--- src/rtl/mux4_arb_pkg.sv ---
// Shared definitions for the round-robin arbiter around the 2-bit 4:1 mux.
package mux4_arb_pkg;
    localparam int N_REQ = 4;
    localparam int SEL_W = 2;

    typedef enum logic {
        IDLE  = 1'b0,
        GRANT = 1'b1
    } state_e;
endpackage

--- src/rtl/mux4_rr_arbiter_mux.sv ---
// Structural 2-bit 4:1 mux built from two levels of 2:1 selection.
module mux4_rr_arbiter_mux (
    input  logic [1:0] i0,
    input  logic [1:0] i1,
    input  logic [1:0] i2,
    input  logic [1:0] i3,
    input  logic [1:0] s,
    output logic [1:0] y
);
    logic [1:0] lo, hi;

    assign lo = s[0] ? i1 : i0;
    assign hi = s[0] ? i3 : i2;
    assign y  = s[1] ? hi : lo;
endmodule

--- src/rtl/mux4_rr_arbiter.sv ---
// Round-robin arbiter sharing the 4:1 mux among four requesters, with
// tenure bounded to MAX_HOLD cycles.
module mux4_rr_arbiter
    import mux4_arb_pkg::*;
#(
    parameter int MAX_HOLD = 4
) (
    input  logic             clk,
    input  logic             rst,
    input  logic             en,
    input  logic [N_REQ-1:0] req,
    input  logic [1:0]       d0,
    input  logic [1:0]       d1,
    input  logic [1:0]       d2,
    input  logic [1:0]       d3,
    output logic [N_REQ-1:0] grant,
    output logic [SEL_W-1:0] sel,
    output logic [1:0]       out_data,
    output logic             out_valid,
    output logic             busy
);
    localparam int            HW   = (MAX_HOLD > 1) ? $clog2(MAX_HOLD) : 1;
    localparam logic [HW-1:0] HMAX = HW'(MAX_HOLD - 1);

    state_e           state_q, state_d;
    logic [N_REQ-1:0] grant_q, grant_d;
    logic [SEL_W-1:0] sel_q, sel_d;
    logic [SEL_W-1:0] ptr_q, ptr_d;
    logic [HW-1:0]    hcnt_q, hcnt_d;
    logic [SEL_W:0]   pk;
    logic [SEL_W-1:0] win;
    logic             start;
    logic [1:0]       mux_y;

    // Returns {found, index}; scanning offsets high-to-low lets the
    // smallest offset from p overwrite the others.
    function automatic logic [SEL_W:0] pick(input logic [N_REQ-1:0] r,
                                            input logic [SEL_W-1:0] p);
        logic [SEL_W:0]   res;
        logic [SEL_W-1:0] idx;
        res = '0;
        for (int j = N_REQ - 1; j >= 0; j--) begin
            idx = p + SEL_W'(j);
            if (r[idx]) res = {1'b1, idx};
        end
        return res;
    endfunction

    assign pk  = pick(req, ptr_q);
    assign win = pk[SEL_W-1:0];

    always_comb begin
        state_d = state_q;
        grant_d = grant_q;
        sel_d   = sel_q;
        ptr_d   = ptr_q;
        hcnt_d  = hcnt_q;
        start   = 1'b0;
        case (state_q)
            IDLE: start = en && pk[SEL_W];
            GRANT: begin
                if (!req[sel_q] || hcnt_q == HMAX) begin
                    // ptr already points past the owner, so a lone
                    // expiring owner is only regranted when no one else asks.
                    start = en && pk[SEL_W];
                    if (!start) begin
                        state_d = IDLE;
                        grant_d = '0;
                        sel_d   = '0;
                        hcnt_d  = '0;
                    end
                end else begin
                    hcnt_d = hcnt_q + HW'(1);
                end
            end
            default: state_d = IDLE;
        endcase
        if (start) begin
            state_d = GRANT;
            grant_d = N_REQ'(1) << win;
            sel_d   = win;
            ptr_d   = win + SEL_W'(1);
            hcnt_d  = '0;
        end
    end

    always_ff @(posedge clk or posedge rst) begin
        if (rst) begin
            state_q <= IDLE;
            grant_q <= '0;
            sel_q   <= '0;
            ptr_q   <= '0;
            hcnt_q  <= '0;
        end else begin
            state_q <= state_d;
            grant_q <= grant_d;
            sel_q   <= sel_d;
            ptr_q   <= ptr_d;
            hcnt_q  <= hcnt_d;
        end
    end

    mux4_rr_arbiter_mux u_mux (
        .i0 (d0),
        .i1 (d1),
        .i2 (d2),
        .i3 (d3),
        .s  (sel_q),
        .y  (mux_y)
    );

    assign busy      = (state_q == GRANT);
    assign out_valid = busy && req[sel_q];
    assign out_data  = mux_y & {2{out_valid}};
    assign grant     = grant_q;
    assign sel       = sel_q;
endmodule

--- config.mk ---
export PLATFORM = sky130hd
export DESIGN_NAME = mux4_rr_arbiter
export DESIGN_NICKNAME = d
export VERILOG_FILES = /design/src/rtl/mux4_arb_pkg.sv /design/src/rtl/mux4_rr_arbiter_mux.sv /design/src/rtl/mux4_rr_arbiter.sv
export SDC_FILE = /design/constraint.sdc
export NUM_CORES = 1
export LEC_CHECK = 0
export ABC_AREA = 1
export CORE_MARGIN = 8
export CORE_UTILIZATION = 47
export DETAILED_ROUTE_END_ITERATION = 16
export PLACE_DENSITY = 0.77
export SLEW_MARGIN = 20
export SYNTH_ARGS = -nofsm -noshare
export SYNTH_HDL_FRONTEND = slang
export SYNTH_SLANG_ARGS = --single-unit
--- constraint.sdc ---
create_clock -name clk -period 1.95 [get_ports clk]
set_clock_uncertainty 0.05 [all_clocks]
set_input_delay 0.39 -clock clk [delete_from_list [all_inputs] [get_ports clk]]
set_output_delay 0.39 -clock clk [all_outputs]
set_load 0.005 [all_outputs]
# Word level (Yosys, flattened, before mapping)
# Index checks and enable logic that the tools add are counted.
# word_totals
in_bits,15
elab_cells,63
output_inout_bits,10
ff_bits,11
# op_classes
muxes,34
n_lt_le_gt_ge,5
add_sub_neg,5
reduce_logical,8
shifts,1
n_bitwise,2
n_eq_ne,3
# ops
op,count
$mux 2,10
$mux 4,4
$lt 2x3->1 const B,5
$mux 3,4
$bmux 1 s2,5
$mux 1,10
$add 2x1->2 const B,3
$add 2x2->2 const B,2
$reduce_bool 2->1,2
$shl 1x2->4 const A,1
$ne 3x3->1 const B,1
$reduce_and 3->1,1
$and 2x2->2,1
$eq 2x2->1 const B,1
$logic_and 1x1->1,2
$ne 2x2->1 const B,1
$pmux 1 s2,1
$reduce_and 2->1,1
$logic_not 1->1,1
$logic_or 1x1->1,1
$not 1->1,1

# Logic depth before layout (Yosys ltp)
# Gate-level depths: netlist of run 1.
# logic_depth
depth_word,12
ltp_mapped,13
depth_no_buf,13

# By module
# Synthesis of run 1 repeated with hierarchy kept, for this count alone.
# unflattened
cells_unflattened,149
area_unflattened_um2,970.9
# by_module_without_submodules
mod,instances,cells_each,area_each_um2,seq_area_each_um2
mux4_rr_arbiter,1,125,875.8,275.3
mux4_rr_arbiter_mux,1,24,95.1,0.0

# Worst setup path after synthesis of run 1
# No wires, ideal clock.
# synth_path
path_type,reg2reg
start,register ptr_q[0]
end,register ptr_q[1]
n_path_buf,1
path_slack_ns,0.298
path_stages_with_launch,13
arrival_ns,1.485
setup_ns,0.116
path_cell_list,dfrtp_1 -> buf_6 -> nand2_1 -> o21ai_2 -> nand2_1 -> nand2_1 -> nor2_2 -> nor2_1 -> nand2_1 -> nand2_1 -> ha_1 -> nand2_1 -> nand2_1
# synth_between
elab_chain_cells,10
word_cells_on_any_way,19
cone_classes,4 x add/sub; 14 x mux; 1 x reduce/logical
# synth_rtl
element,line,text
from (decl),mux4_rr_arbiter.sv:28,"logic [SEL_W-1:0] ptr_q, ptr_d;"
from (signal assigned),mux4_rr_arbiter.sv:98,ptr_q <= ptr_d;
$add 2x2->2,mux4_rr_arbiter.sv:43,idx = p + SEL_W'(j);
$bmux 1 s2,mux4_rr_arbiter.sv:44,"if (r[idx]) res = {1'b1, idx};"
$mux 1 (implied by the code),mux4_rr_arbiter.sv:44,
$mux 3 (3 in series),mux4_rr_arbiter.sv:44,
$mux 3 (*),mux4_rr_arbiter.sv:44,
$logic_and 1x1->1,"mux4_rr_arbiter.sv:60, mux4_rr_arbiter.sv:65",
$mux 1,mux4_rr_arbiter.sv:62,if (!req[sel_q] || hcnt_q == HMAX) begin
$pmux 1 s2,mux4_rr_arbiter.sv:59,case (state_q)
# Mark *: on every way between the ends. The rest lies on a longest branch, timed or not. The select of a mux whose other input is x is not followed.
# A chain may end at the register's enable or synchronous reset.

# Worst setup path in the final report of run 1
# layout_path
start,register ptr_q[0]
end,"register grant_q[1], in the netlist grant[1]"
# layout_between
elab_chain_cells,12
word_cells_on_any_way,24
cone_classes,3 x add/sub; 1 x eq/ne; 1 x shift; 15 x mux; 4 x reduce/logical
# layout_rtl
element,line,text
$add 2x2->2,mux4_rr_arbiter.sv:43,
$bmux 1 s2,mux4_rr_arbiter.sv:44,
$mux 1 (implied by the code),mux4_rr_arbiter.sv:44,
$mux 3 (3 in series),mux4_rr_arbiter.sv:44,
$mux 3 (*),mux4_rr_arbiter.sv:44,
$logic_and 1x1->1,"mux4_rr_arbiter.sv:60, mux4_rr_arbiter.sv:65",
$mux 1,mux4_rr_arbiter.sv:62,
$pmux 1 s2,mux4_rr_arbiter.sv:59,
$ne 2x2->1 (no line) / $reduce_bool 2->1 (equally long branches),--,
$reduce_and 3->1 (no line),--,
to (signal assigned),mux4_rr_arbiter.sv:96,grant_q <= grant_d;
to (decl),mux4_rr_arbiter.sv:26,"logic [N_REQ-1:0] grant_q, grant_d;"
# Marked as above.

==> results.yml, run 1 <==
yosys:
  yosys.area.top_type: "dfrtp_1"
  ys_seq_elements: 11
  synth_nets: 157
  ys_warn_count: 0
  netlist_top_cells_area: "dfrtp_1, nand2_1, ha_1"
  syn-instance-count: 137
  seq_area_frac_synth_pct: 30.3
  synth_cell_types: 19
  synth_top_area_share_pct: 30.3
  syn_area_um2: 908
  syn-mean-instance-area_um2: 6.63
min_path:
  hold_class: "input pin to async pin"
clocking:
  cts.clk_slew.worst_paths_ps: 70
  htreeDepth: 1
  clk_latency_ps: 260
  cts_buffer_depth: 2
  cts_made_buffers: 3
  clkSinkCount: 11
  root_buffer: "clkbuf_4"
  cts_tree: "built"
routing:
  routed_wl_mm: 2.40
  first_iter_violations: 42
  ant_nets: 0
  avgViaCountPerCell: 4.77
  firstDrtPassIters: 4
  vias: 987
  drcViolationCount: 0
  wl_per_cell_um: 11.6
floorplanning:
  die-area_mm2: 0.00360
  boundaryPins: 25
  core-area_mm2: 0.00188
  dieHeight_um: 60.0
  die_x_um: 60.0
  rows: 16
  initial_core_util_pct: 48.3
timing:
  final_max_slew_viol_count: 0
  finalWorstPathRequiredPeriod_ps: 1840
  slew_headroom_pct: 72.0
  post-route-period-util_pct: 94.3
  fmax_ghz: 0.544
  setup-violations-final: 0
  tightest_slew_ps: 419
  hold_violations: 0
  fin_tns_setup_ps: 0
final_layout:
  fin_nets: 201
  design_area_mm2: 0.00136
  area_delta_synth_final_pct: 49.3
  multiInputGateArea_um2: 599
  seqCellArea_um2: 277
  final.fill_count: 161
  num_antenna_cells: 0
  drive_gt1_share_pct: 26.7
flow_run:
  maxCapViolations: 0
power_and_ir_drop:
  pwr-share-comb_pct: 75.2
  p_clk_share_pct: 6.6
  p_int_mw: 1.19
  seqPwrFrac_pct: 18.2
  p_per_area_mw_per_mm2: 1710
  leakage_nw: 0.754
  p_sw_share_pct: 48.6
  power_mw: 2.32
  ir_worst_vdd_mv: 1.05
  p_switching_mw: 1.13
global_routing:
  grt_pass1_vias: 962
  grtUsageTotal_pct: 14.2
  grt_max_degree: 12
  antenna_found_initial: 0
  grt_pass1_wl_mm: 4.03
  gr-total-overflow: 0
setup_path:
  cp_max_fo: 6
  critPathArrivalTime_ps: 1940
  worst-setup-path-type: "register to register"
  cp.required_ps: 2060
  crit_path_start_kind: "register"
  r2r_cells: 11
  end_kind: "register"
place:
  gp_congestion: 0.856
  portBuffers: 24
  dp_hpwl_mm: 1.94
  place_area_mm2: 0.00128
status:
  outcome: "completed"
## per-stage QoR
step / utilization, % / instances / setup slack, ps / hold WS (ps)
4_1_cts: 69.5 / 206 / 40.7 / 385
5_1_grt: 72.1 / 207 / -41.2 / 425
3_5_place_dp: 67.8 / 201 / -444 / 438
2_1_floorplan: - / 137 / 298 / 192
3_3_place_gp: 67.8 / 201 / -413 / 419
6_report: 72.1 / 207 / 111 / 361
## routing by layer
metal  global-route usage [%]  up-vias  share of wire [%]
met3                     3.44        2                7.4
met1                     16.6      437                 46
met4                     3.06        0               0.29
met5                        0        -                  0
met2                     25.2       32                 46
li1                         -      516                  -
## critical path: stages, from the launching register on
cell     delay (ps)
dfrtp_2         470
buf_6           150
o21ai_4         150
nand2_1          80
nand2_1         130
a21oi_1         110
nand2_1          80
nand2_2          70
buf_4           130
ha_1            190
nand2_1          70
nand2_1          50
## worst paths after layout
check                          start        end  slack (ps)
min in group clk           hcnt_q[0]  hcnt_q[0]         450
min reg2reg                hcnt_q[0]  hcnt_q[0]         450
max                         ptr_q[0]   grant[1]         110
max in group asynchronous        rst   ptr_q[0]        1170
max reg2reg                 ptr_q[0]   grant[1]         110
min                              rst   grant[3]         360
## cell families after synthesis
| family | after synthesis | share of synthesized area, % |
|---|---|---|
| flip-flops | 11 | 30.3 |
| AND/OR/NAND/NOR | 89 | 45.9 |
| adder cells (fa/ha/maj) | 5 | 6.89 |
| buffers and inverters | 17 | 7.85 |
| AO/OA/AOI/OAI | 15 | 9.09 |
## cell type report
| type | instances | area share (%) |
|---|---|---|
| inverters | 16 | 4.61 |
| multi-input cells | 109 | 44.2 |
| flip-flops and latches | 11 | 20.4 |
| repair buffers | 40 | 26.4 |
| clock buffers | 4 | 1.94 |
| well taps | 27 | 2.49 |
## power by group through the flow
stage	sequential, mW	clock [mW]	combinational [mW]
after detailed placement	0.413	0	1.61
after global routing	0.432	0.171	1.95
after CTS	0.411	0.153	1.66
final	0.421	0.154	1.74
after global placement	0.408	0	1.57
after floorplan	0.402	0	1.00
## cells in the mapped netlist (all sizes together)
cell type,number
nand2,62
o21ai,9
buf,1
nor2,14
dfrtp,11
ha,5
inv,16
a21oi,6
nand3,13
## cells in the final DEF, fill, tap and decap left out, types with 5 or more instances in the layout
| cell type | synthesis | final |
|---|---|---|
| clkdlybuf4s50_1 | 0 | 17 |
| nand2_2 | 3 | 8 |
| nand3_1 | 11 | 11 |
| dfrtp_1 | 11 | 10 |
| o21ai_0 | 6 | 5 |
| buf_4 | 0 | 15 |
| inv_1 | 12 | 11 |
| nor2_1 | 11 | 9 |
| a21oi_1 | 5 | 5 |
| nand2_1 | 56 | 51 |
| ha_1 | 5 | 5 |
## timing repair
action	4_1_cts	5_1_grt
hold buffers	0	0
setup buffers	1	1
pin swaps	2	2
resized for setup	16	14
endpoints found under the setup margin	6	5
## flip-flops by register name (all words and copies together), names as in the netlist
| register | flops |
|---|---|
| sel | 2 |
| ptr_q | 2 |
| busy | 1 |
| hcnt_q | 2 |
| grant | 4 |
No activity file was read; power rests on OpenSTA's default activity.
==> run 2: changes to the inputs <==
--- a/config.mk
+++ b/config.mk
@@ -8,6 +8,7 @@
 export ABC_AREA = 1
 export CORE_MARGIN = 8
 export CORE_UTILIZATION = 47
+export CTS_CLUSTER_DIAMETER = 200
 export DETAILED_ROUTE_END_ITERATION = 16
 export PLACE_DENSITY = 0.77
 export SLEW_MARGIN = 20
==> results of run 2 <==
Same layout as run 1: the final DEF is identical, and so are final timing and power.
==> run 3: changes to the inputs <==
--- a/config.mk
+++ b/config.mk
@@ -6,11 +6,14 @@
 export NUM_CORES = 1
 export LEC_CHECK = 0
 export ABC_AREA = 1
+export ABC_CLOCK_PERIOD_IN_PS = 1950
+export CELL_PAD_IN_SITES_DETAIL_PLACEMENT = 1
+export CELL_PAD_IN_SITES_GLOBAL_PLACEMENT = 2
 export CORE_MARGIN = 8
-export CORE_UTILIZATION = 47
+export CORE_UTILIZATION = 25
 export CTS_CLUSTER_DIAMETER = 200
 export DETAILED_ROUTE_END_ITERATION = 16
-export PLACE_DENSITY = 0.77
+export PLACE_DENSITY = 0.78
 export SLEW_MARGIN = 20
 export SYNTH_ARGS = -nofsm -noshare
 export SYNTH_HDL_FRONTEND = slang
==> run 3 against run 2 <==
Clock power rose by 6%. Sequential power fell by 5.0%. Critical path depth down 5. Sequential cell count did not move. Worst setup slack improved by 27 ps. Maximum frequency is 1.5% higher. Via count increased by 3.0%. First-iteration DRC count shrank 33%. Final area grew 6.0%. Worst hold slack worse by 11 ps. Routed wire length grew 17%. Critical endpoint is now out_data[0].
==> results.yml, run 3 (synthesized netlist as in run 1, its figures left out) <==
clocking:
  cts_made_buffers: 3
  htreeDepth: 1
  cts.clk_slew.worst_paths_ps: 80
  cts_hold_buf: 0
  clkSinkCount: 11
  clk_latency_ps: 270
  root_buffer: "clkbuf_4"
  cts_buffer_depth: 2
  cts_tree: "built"
routing:
  wl_met3_um: 84
  drcViolationCount: 0
  top_layer_used: "met3"
  firstDrtPassIters: 4
  routed_wl_mm: 2.80
  drt-met1-wl_mm: 1.28
  wl_met2_mm: 1.43
  avgViaCountPerCell: 4.33
  wl_per_cell_um: 11.9
  first_iter_violations: 28
  vias: 1017
  ant_nets: 0
status:
  outcome: "completed"
floorplanning:
  rows: 22
  die_x_um: 76.3
  die-area_mm2: 0.00582
  initial_core_util_pct: 25.4
  dieHeight_um: 76.3
  boundaryPins: 25
  core-area_mm2: 0.00358
min_path:
  hold_class: "input pin to async pin"
setup_path:
  crit_family: "buffers and inverters"
  crit_buf_inv: 2
  path_cells: "clkdlybuf4s50_1, nor2_1, nor2_1, o21ai_0, a21oi_2, buf_2"
  critPathArrivalTime_ps: 1370
  cp_max_fo: 1
  cpMaxStageDelayCell: "clkdlybuf4s50_1"
  crit_path_start_kind: "input pin"
  cp.required_ps: 1510
  max_stage_delay_ps: 460
  worst-setup-path-type: "input pin to primary output"
  worst_path_most_repeated_cell: "nor2_1"
  end_kind: "primary output"
timing:
  setup-violations-final: 0
  rsz0062_at_grt: "false"
  final_max_slew_viol_count: 0
  slew_headroom_pct: 71.8
  tightest_slew_ps: 423
  hold_violations: 0
  post-route-period-util_pct: 92.9
  finalWorstPathRequiredPeriod_ps: 1810
  fmax_ghz: 0.552
final_layout:
  design_area_mm2: 0.00144
  final.fill_count: 468
  largest_reg_flops: 4
  final_cell_count_no_fill: 235
  fin_nets: 208
  mostFrequentLayoutCell: "nand2_1"
  final_cell_mix: "nand2_1, buf_4, clkdlybuf4s50_1"
  area_delta_synth_final_pct: 58.3
  drive_gt1_share_pct: 29.9
  num_antenna_cells: 0
global_routing:
  gr-total-overflow: 0
  grt_max_degree: 12
  grt_pass1_wl_mm: 4.88
  grt_pass1_vias: 1066
  grtUsageTotal_pct: 9.90
  antenna_found_initial: 0
place:
  dp_hpwl_mm: 2.31
  place_inst: 226
  gp_congestion: 0.769
  portBuffers: 24
  place_area_mm2: 0.00135
power_and_ir_drop:
  ir_worst_vdd_mv: 0.500
  p_per_area_mw_per_mm2: 1750
  leakage_nw: 0.790
flow_run:
  maxCapViolations: 0
run 3: repair_timing:
action / CTS / global route
pin swaps: 2 / 2
setup endpoints to repair: 7 / 6
buffers inserted: 1 / 4
gates resized for setup: 17 / 11
run 3: worst paths after layout:
| path | startpoint | to | depth (start not counted) | slack (ps) |
|---|---|---|---|---|
| min in group clk | hcnt_q[0] | hcnt_q[0] | 1 | 440 |
| max in group asynchronous | rst | ptr_q[1] | 2 | 1180 |
| min | rst | grant[3] | 2 | 350 |
| min reg2reg | hcnt_q[0] | hcnt_q[0] | 1 | 440 |
| max reg2reg | ptr_q[0] | ptr_q[1] | 13 | 150 |
| max | d0[0] | out_data[0] | 6 | 140 |
run 3: layout make-up:
class | instances | area [um^2] | share of cell area, %
timing repair buffer | 47 | 423 | 29.4
multi-input combinational | 109 | 592 | 41.2
tap | 48 | 60.1 | 4.18
inverter | 16 | 60.1 | 4.18
sequential | 11 | 277 | 19.2
clock buffer | 4 | 26.3 | 1.83
run 3: layer usage:
metal	up-vias	track usage [%]
met5	-	0
met4	0	3.46
met3	0	2.59
met2	11	16.8
met1	476	11.7
li1	530	-
run 3: where the power goes:
part	switching [mW]	leakage, nW	internal, mW
Combinational	1.02	0.635	0.942
Clock	0.0847	0.0150	0.0792
Sequential	0.0774	0.140	0.322
Total	1.18	0.790	1.34
run 3: metrics by stage:
step | TNS (ps) | worst slack [ps] | util, % | hold slack [ps] | total power [mW]
4_1_cts | 0 | 32.3 | 38.6 | 358 | 2.45
3_3_place_gp | -3080 | -430 | 37.6 | 415 | 2.18
5_1_grt | 0 | 1.17 | 40.2 | 369 | 2.80
6_report | 0 | 138 | 40.2 | 350 | 2.52
2_1_floorplan | 0 | 298 | - | 192 | 1.41
3_5_place_dp | -3520 | -504 | 37.6 | 428 | 2.22
